<file path="config.mk">
export PLATFORM = sky130hd
export DESIGN_NAME = rv_realigner
export DESIGN_NICKNAME = d
export VERILOG_FILES = /design/src/rtl/rv16_decoder.sv /design/src/rtl/rv_realigner.sv
export SDC_FILE = /design/constraint.sdc
export NUM_CORES = 1
export LEC_CHECK = 0
export CAP_MARGIN = 10
export CORE_UTILIZATION = 48
export DETAILED_ROUTE_END_ITERATION = 6
export GPL_TIMING_DRIVEN = 1
export PLACE_DENSITY = 0.83
export SLEW_MARGIN = 20
export SYNTH_ARGS = -nofsm -noshare
export SYNTH_HDL_FRONTEND = slang
export SYNTH_SLANG_ARGS = --single-unit
</file>
<file path="constraint.sdc">
create_clock -name clk_i -period 3.09 [get_ports clk_i]
set_input_delay 0.618 -clock clk_i [delete_from_list [all_inputs] [get_ports clk_i]]
set_output_delay 0.618 -clock clk_i [all_outputs]
set_load 0.1 [all_outputs]
</file>
<file path="src/rtl/rv16_decoder.sv">
`default_nettype none
// ============================================================================
// Module   : rv16_decoder
// Purpose  : Expands an RV32C compressed parcel into its 32-bit equivalent.
// Revision : 1.0 - initial release
// ============================================================================
module rv16_decoder (
  input  logic [31:0] inst_i,
  output logic [31:0] inst_o,
  output logic        rv16_err_o
);
  localparam logic [6:0] OP_IMM = 7'b0010011;
  localparam logic [6:0] OP_REG = 7'b0110011;
  localparam logic [6:0] LOAD   = 7'b0000011;
  localparam logic [6:0] STORE  = 7'b0100011;
  localparam logic [6:0] LUI    = 7'b0110111;
  localparam logic [6:0] JAL    = 7'b1101111;
  localparam logic [6:0] JALR   = 7'b1100111;
  localparam logic [6:0] BRANCH = 7'b1100011;

  logic [15:0] c;
  logic [4:0]  rdp;
  logic [4:0]  rs1p;
  logic [11:0] imm6;
  logic [19:0] jimm;

  assign c    = inst_i[15:0];
  assign rdp  = {2'b01, c[4:2]};
  assign rs1p = {2'b01, c[9:7]};
  assign imm6 = {{6{c[12]}}, c[12], c[6:2]};
  assign jimm = {c[12], c[8], c[10:9], c[6], c[7], c[2], c[11], c[5:3], c[12], {8{c[12]}}};

  // Anything not listed (including FP loads/stores) is reported as illegal.
  always_comb begin
    inst_o     = inst_i;
    rv16_err_o = 1'b0;
    case (c[1:0])
      2'b00: begin
        case (c[15:13])
          3'b000: begin
            inst_o     = {2'b00, c[10:7], c[12:11], c[5], c[6], 2'b00, 5'd2, 3'b000, rdp, OP_IMM};
            rv16_err_o = (c[12:5] == 8'd0);
          end
          3'b010:  inst_o = {5'b0, c[5], c[12:10], c[6], 2'b00, rs1p, 3'b010, rdp, LOAD};
          3'b110:  inst_o = {5'b0, c[5], c[12], rdp, rs1p, 3'b010, c[11:10], c[6], 2'b00, STORE};
          default: begin inst_o = 32'b0; rv16_err_o = 1'b1; end
        endcase
      end
      2'b01: begin
        case (c[15:13])
          3'b000: inst_o = {imm6, c[11:7], 3'b000, c[11:7], OP_IMM};
          3'b001: inst_o = {jimm, 5'd1, JAL};
          3'b010: inst_o = {imm6, 5'd0, 3'b000, c[11:7], OP_IMM};
          3'b011: begin
            rv16_err_o = ({c[12], c[6:2]} == 6'd0);
            if (c[11:7] == 5'd2)
              inst_o = {{3{c[12]}}, c[4:3], c[5], c[2], c[6], 4'b0, 5'd2, 3'b000, 5'd2, OP_IMM};
            else
              inst_o = {{15{c[12]}}, c[6:2], c[11:7], LUI};
          end
          3'b100: begin
            case (c[11:10])
              2'b00: begin inst_o = {7'b0, c[6:2], rs1p, 3'b101, rs1p, OP_IMM}; rv16_err_o = c[12]; end
              2'b01: begin inst_o = {7'b0100000, c[6:2], rs1p, 3'b101, rs1p, OP_IMM}; rv16_err_o = c[12]; end
              2'b10: inst_o = {imm6, rs1p, 3'b111, rs1p, OP_IMM};
              default: begin
                rv16_err_o = c[12];
                case (c[6:5])
                  2'b00:   inst_o = {7'b0100000, rdp, rs1p, 3'b000, rs1p, OP_REG};
                  2'b01:   inst_o = {7'b0, rdp, rs1p, 3'b100, rs1p, OP_REG};
                  2'b10:   inst_o = {7'b0, rdp, rs1p, 3'b110, rs1p, OP_REG};
                  default: inst_o = {7'b0, rdp, rs1p, 3'b111, rs1p, OP_REG};
                endcase
              end
            endcase
          end
          3'b101:  inst_o = {jimm, 5'd0, JAL};
          default: inst_o = {c[12], {3{c[12]}}, c[6:5], c[2], 5'd0, rs1p, 2'b00, c[13],
                             c[11:10], c[4:3], c[12], BRANCH};
        endcase
      end
      2'b10: begin
        case (c[15:13])
          3'b000: begin inst_o = {7'b0, c[6:2], c[11:7], 3'b001, c[11:7], OP_IMM}; rv16_err_o = c[12]; end
          3'b010: begin
            inst_o     = {4'b0, c[3:2], c[12], c[6:4], 2'b00, 5'd2, 3'b010, c[11:7], LOAD};
            rv16_err_o = (c[11:7] == 5'd0);
          end
          3'b100: begin
            if (!c[12]) begin
              if (c[6:2] == 5'd0) begin
                inst_o     = {12'b0, c[11:7], 3'b000, 5'd0, JALR};
                rv16_err_o = (c[11:7] == 5'd0);
              end else begin
                inst_o = {7'b0, c[6:2], 5'd0, 3'b000, c[11:7], OP_REG};
              end
            end else if (c[11:2] == 10'd0) begin
              inst_o = 32'h0010_0073;
            end else if (c[6:2] == 5'd0) begin
              inst_o = {12'b0, c[11:7], 3'b000, 5'd1, JALR};
            end else begin
              inst_o = {7'b0, c[6:2], c[11:7], 3'b000, c[11:7], OP_REG};
            end
          end
          3'b110:  inst_o = {4'b0, c[8:7], c[12], c[6:2], 5'd2, 3'b010, c[11:9], 2'b00, STORE};
          default: begin inst_o = 32'b0; rv16_err_o = 1'b1; end
        endcase
      end
      default: ;
    endcase
  end
endmodule
`default_nettype wire

</file>
<file path="src/rtl/rv_realigner.sv">
`default_nettype none
// ============================================================================
// Module   : rv_realigner
// Purpose  : Turns 32-bit fetch words of mixed 16/32-bit parcels into one
//            expanded instruction per cycle for decode.
// Revision : 1.0 - initial release
// ============================================================================
module rv_realigner #(
  parameter int PC_W = 32
) (
  input  logic            clk_i,
  input  logic            rst_i,
  input  logic            flush_i,
  input  logic            fetch_valid_i,
  output logic            fetch_ready_o,
  input  logic [31:0]     fetch_data_i,
  input  logic [PC_W-1:0] fetch_pc_i,
  output logic            inst_valid_o,
  input  logic            inst_ready_i,
  output logic [31:0]     inst_o,
  output logic [PC_W-1:0] inst_pc_o,
  output logic            inst_rv16_o,
  output logic            inst_illegal_o,
  output logic            seq_err_o
);
  localparam logic [0:0] EMPTY = 1'b0;
  localparam logic [0:0] HALF  = 1'b1;

  logic [0:0]      state_q, state_d;
  logic [15:0]     par_q, par_d;
  logic [PC_W-1:0] par_pc_q, par_pc_d;
  logic [15:0]     parcel;
  logic [31:0]     raw;
  logic [31:0]     dec_inst;
  logic            dec_err;
  logic            is_c;
  logic            lo_is_c;
  logic            par_is_c;

  assign lo_is_c  = (fetch_data_i[1:0] != 2'b11);
  assign par_is_c = (par_q[1:0] != 2'b11);
  assign parcel   = (state_q == HALF) ? par_q : fetch_data_i[15:0];

  rv16_decoder u_rv16_decoder (
    .inst_i     ({16'b0, parcel}),
    .inst_o     (dec_inst),
    .rv16_err_o (dec_err)
  );

  assign inst_o         = is_c ? dec_inst : raw;
  assign inst_rv16_o    = is_c;
  assign inst_illegal_o = is_c & dec_err;

  // inst_valid_o is derived only from state and fetch inputs, never from fetch_ready_o.
  always_comb begin
    state_d       = state_q;
    par_d         = par_q;
    par_pc_d      = par_pc_q;
    inst_valid_o  = 1'b0;
    fetch_ready_o = 1'b0;
    seq_err_o     = 1'b0;
    is_c          = 1'b0;
    raw           = fetch_data_i;
    inst_pc_o     = par_pc_q;
    if (!rst_i) begin
      if (flush_i) begin
        fetch_ready_o = 1'b1;
        state_d       = EMPTY;
        par_d         = 16'b0;
      end else if (state_q == EMPTY) begin
        inst_pc_o = fetch_pc_i;
        if (fetch_valid_i) begin
          if (fetch_pc_i[1]) begin
            fetch_ready_o = 1'b1;
            state_d       = HALF;
            par_d         = fetch_data_i[31:16];
            par_pc_d      = fetch_pc_i;
          end else begin
            inst_valid_o  = 1'b1;
            fetch_ready_o = inst_ready_i;
            is_c          = lo_is_c;
            if (lo_is_c && inst_ready_i) begin
              state_d  = HALF;
              par_d    = fetch_data_i[31:16];
              par_pc_d = fetch_pc_i + PC_W'(2);
            end
          end
        end
      end else if (par_is_c) begin
        inst_valid_o = 1'b1;
        is_c         = 1'b1;
        if (inst_ready_i) state_d = EMPTY;
      end else if (fetch_valid_i) begin
        // Straddle: held parcel is the low half, new word's low parcel the high half.
        inst_valid_o  = 1'b1;
        raw           = {fetch_data_i[15:0], par_q};
        fetch_ready_o = inst_ready_i;
        seq_err_o     = (fetch_pc_i != par_pc_q + PC_W'(2));
        if (inst_ready_i) begin
          par_d    = fetch_data_i[31:16];
          par_pc_d = par_pc_q + PC_W'(4);
        end
      end
    end
  end

  always_ff @(posedge clk_i) begin
    if (rst_i) begin
      state_q  <= EMPTY;
      par_q    <= 16'b0;
      par_pc_q <= '0;
    end else begin
      state_q  <= state_d;
      par_q    <= par_d;
      par_pc_q <= par_pc_d;
    end
  end
endmodule
`default_nettype wire

</file>
==> flow_summary_export.csv, run 1 <==
group,metric,value,unit
synth,synth_flop_cell,"dfxtp_1",
synth,yosysWarnings,0,
clock_network,cts-buffers-inserted,5,
synth,synthArstFlopShare,0,%
clock_network,htree_levels,2,
synth,synth_seq_cells,49,
floorplanning,initial_core_util,49.7,%
synth,avgSynthCellArea,6.83,µm²
floorplanning,ios,138,
floorplanning,rows,41,
floorplanning,fp.dieH,117,µm
synth,synth_edf_count,0,
placement,dpl.cell_count,1407,
synth,synth_cells,925,
synth,yosys-top-cells-area,"dfxtp_1 16%, mux2_2 7.7%, nand2_1 7.3%",
clock_network,cts.sinks,49,
placement,dpl_cell_area,10800,µm²
clock_network,ctsHoldBuffers,0,
status,stop_stage,"5_1_grt",
synth,synth.cell_area,6320,µm²
grt,grt_pass1_vias,13100,
synth,synth_seq_area_share,15.5,%
placement,gp_congestion,1.33,
placement,port_buffers,137,
placement,dp_slack,-0.994,ns
synth,ys_types,77,
grt,grt_pass1_wl,81300,µm
clock_network,clock_path_buffers,2,
status,status,"stopped before the end",
floorplanning,die-width,117,µm
clock_network,clockRootBuffer,"clkbuf_16",
grt,grt_start_max_net_pins,37,
grt,grt.total_usage,80.2,%
grt,grt.overflow.total,112,
synth,syn_nets,996,
synth,yosysTopAreaCell,"dfxtp_1",
status,error_line,"[ERROR GRT-0116] Global routing finished with congestion. Check the congestion regions in the DRC Viewer.",
synth,netlist.area_leader.share,15.5,%
placement,post-dp-hpwl,26500,µm
-- cell families after synthesis --
family,Yosys count,share of synthesized area (%)
compound gates,282,28.8
mux,88,14.9
simple gates,381,29.5
buf+inv,84,5.57
fa+ha+maj,2,0.396
flops,49,15.5
xor+xnor,39,5.41
-- cells in the mapped netlist (all sizes together), types with 18 or more instances --
master and count:
nand4 25, clkbuf 47, nand3 21, nor2 96
mux2 44, nor3 23, o22ai 18, nand2 123
a21oi 66, mux2i 44, a31oi 25, o21ai 68
xnor2 27, buf 29, a211oi 19, dfxtp 49
-- metal layers --
| layer | GRT overflow | global-route usage, % |
|---|---|---|
| met5 | 0 | 44.4 |
| met4 | 48 | 82.0 |
| met3 | 8 | 69.1 |
| met2 | 54 | 94.4 |
| met1 | 2 | 77.9 |
-- per-stage QoR --
stage | hold slack [ns] | utilization [%]
floorplan | 0.499 | -
detailed placement | 0.539 | 85.0
global placement | 0.526 | 85.0
CTS | 0.551 | 92.8
-- timing repair --
| action | CTS |
|---|---|
| setup endpoints to repair | 87 |
| gates resized for setup | 163 |
| hold endpoints to repair | 0 |
| pin swaps | 45 |
| setup buffers | 32 |
| cloned | 2 |
==> inputs of run 2 (changes only) <==
--- a/config.mk
+++ b/config.mk
@@ -6,10 +6,10 @@
 export NUM_CORES = 1
 export LEC_CHECK = 0
 export CAP_MARGIN = 10
-export CORE_UTILIZATION = 48
+export CORE_UTILIZATION = 40
 export DETAILED_ROUTE_END_ITERATION = 6
 export GPL_TIMING_DRIVEN = 1
-export PLACE_DENSITY = 0.83
+export PLACE_DENSITY_LB_ADDON = 0.15
 export SLEW_MARGIN = 20
 export SYNTH_ARGS = -nofsm -noshare
 export SYNTH_HDL_FRONTEND = slang
==> constraint.sdc (replaced) <==
create_clock -name clk_i -period 4 [get_ports clk_i]
set_input_delay 0.8 -clock clk_i [delete_from_list [all_inputs] [get_ports clk_i]]
set_output_delay 0.8 -clock clk_i [all_outputs]
set_load 0.1 [all_outputs]
==> run 2 against run 1 <==
Compared with the run above: the run now ends clean; synthesized area stayed put; synthesized cell count stayed put.
==> flow_summary_export.csv, run 2 <==
group,metric,value,unit
worst_setup_path,crit_path_start,"fetch_data_i[9]",
synth,ys_types,77,
timing,slew_headroom,44.9,%
clock_network,cts_tree,"done",
worst_hold_path,hp-class,"register to register",
clock_network,clock_latency,0.31,ns
grt,grt.total_usage,36.7,%
clock_network,clockRootBuffer,"clkbuf_16",
drt,drtIter0Drc,1071,
timing,totalNegativeSetupSlack,0,ns
grt,grt_pass1_wl,46000,µm
timing,setup_viol,0,
floorplanning,rows,45,
synth,synth_cells,925,
timing,fin_crit,3.99,ns
pwr,max-vdd-ir-drop,180,µV
clock_network,htree_levels,2,
timing,rsz0062_at_grt,"true",
worst_setup_path,r2r_start,"state_q",
timing,fin_crit_sh,99.6,%
synth,yosysWarnings,0,
flow_run,drv_cap,0,
synth,synthArstFlopShare,0,%
drt,routed_via_density,6.21,
layout,final_cell_mix,"186 x buf_4, 122 x nand2_1, 88 x nor2_1, 74 x buf_12, 58 x a21oi_1",
timing,worst_slack,0.0150,ns
worst_setup_path,critical_path_class,"primary input to output port",
clock_network,clk_pin_slew,0.06,ns
clock_network,cts.sinks,49,
layout,drive_gt1_share,34.3,%
placement,gp_congestion,1.08,
timing,worstMarginPinSlew,0.826,ns
placement,port_buffers,137,
pwr,p_total,2.58,mW
pwr,p_leak,4.06,nW
floorplanning,fp.dieH,128,µm
layout,reg_top3,"par_pc_q: 32 flops, par_q: 16 flops, state_q: 1 flops",
floorplanning,ios,138,
pwr,power_density,246,nW/µm²
placement,post-dp-hpwl,23600,µm
layout,finalNetCount,1256,
layout,regMostFlops,"par_pc_q",
grt,grt.overflow.total,0,
synth,synth_flop_cell,"dfxtp_1",
layout,largest_reg_flops,32,
synth,netlist.area_leader.share,15.5,%
synth,synth.cell_area,6320,µm²
drt,ant_nets,0,
grt,antenna_found_initial,0,
worst_setup_path,worst_ep_required_time,3.20,ns
timing,fmax,0.251,GHz
clock_network,clock_path_buffers,2,
worst_setup_path,crit_path_max_fanout,4,
synth,synth_edf_count,0,
synth,yosys-top-cells-area,"dfxtp_1 16%, mux2_2 7.7%, nand2_1 7.3%",
worst_setup_path,arrival,3.19,ns
timing,finClkSkew,0.0143,ns
layout,final_common_cell,"buf_4",
worst_setup_path,critPathCaptureType,"output port",
grt,grt_start_max_net_pins,48,
drt,routed_wl,30100,µm
clock_network,cts-buffers-inserted,5,
synth,yosys-top-cells-count,"123 x nand2_1, 96 x nor2_1, 66 x a21oi_1",
synth,syn_nets,996,
placement,dp_slack,-0.448,ns
synth,synth_seq_cells,49,
drt,vias,8685,
floorplanning,initial_core_util,41.3,%
synth,synth.most_common_cell,"nand2_1",
drt,avgRoutedWirePerCell,21.5,µm
floorplanning,core,15300,µm²
timing,hold_viol_final,0,
synth,yosysTopAreaCell,"dfxtp_1",
timing,slew_violations,0,
worst_hold_path,worstHoldStart,"par_q[6]",
drt,post-route-drc-count,0,
layout,utilization,68.4,%
layout,syn2layout_area_growth,65.8,%
status,status,"complete, no violations",
drt,dr.pass1.iters,5,
floorplanning,die-width,128,µm
grt,grt_pass1_vias,8028,
worst_setup_path,start_kind,"primary input",
floorplanning,die_area,16300,µm²
synth,synth_seq_area_share,15.5,%
synth,avgSynthCellArea,6.83,µm²
run 2: cell counts after synthesis:
No cell type changed its count.
run 2: power breakdown:
group	switching (mW)	internal, mW	leakage [nW]
combinational	0.915	0.612	3.58
sequential	0.0413	0.513	0.400
clock	0.211	0.288	0.0823
run 2: worst max-delay path, cell delays in order:
cell,delay [ns]
buf_8,0.10
or3_4,0.37
a2111o_1,0.44
or4_4,0.58
buf_6,0.15
a21oi_2,0.10
o21ai_1,0.08
a211oi_2,0.27
a31oi_2,0.08
buf_12,0.20
run 2: final timing paths:
kind	slack, ns	depth (start not counted)	end
worst max-delay path	0.01	10	inst_o[21]
worst min-delay path	0.56	2	par_q[6]
worst max register to register	0.72	10	par_pc_q[22]
worst min register to register	0.56	2	par_q[6]
run 2: area by class of cell:
type,instances,area [µm²]
diodes,1,2.50
clock buffers,8,168
fillers,1347,4840
inverters,8,30.0
multi-input cells,792,5460
flip-flops and latches,49,985
well taps,211,264
repair buffers,329,3570
run 2: layer usage:
metal	vias to the layer above	wire, µm	track usage [%]
met5	-	0	0
met4	0	972	13.3
met3	97	3400	7.26
met2	540	12700	54.5
met1	4054	13000	52.3
li1	3994	-	-
run 2: logic make-up (layout without fill, tap and decap cells):
group / count (synthesis) / after routing / share of synthesized area [%]
mux: 88 / 88 / 14.9
compound gates: 282 / 282 / 28.8
simple gates: 381 / 381 / 29.5
flops: 49 / 49 / 15.5
fa+ha+maj: 2 / 2 / 0.396
xor+xnor: 39 / 39 / 5.41
buf+inv: 84 / 345 / 5.57
other cells: 0 / 1 / 0
run 2: repair_timing:
action	4_1_cts	5_1_grt
resized for setup	49	42
setup endpoints to repair	27	24
hold buffers	0	0
setup buffers	1	10
pin swaps	11	14
run 2: metrics by stage:
step           hold slack [ns]  instances  area [µm²]
2_1_floorplan            0.499        925        6510
3_3_place_gp             0.517       1378        9970
3_5_place_dp             0.542       1378        9970
4_1_cts                  0.552       1387       10300
5_1_grt                  0.594       1397       10500
6_report                 0.564       1398       10500
(Power assumes the default switching activity.)
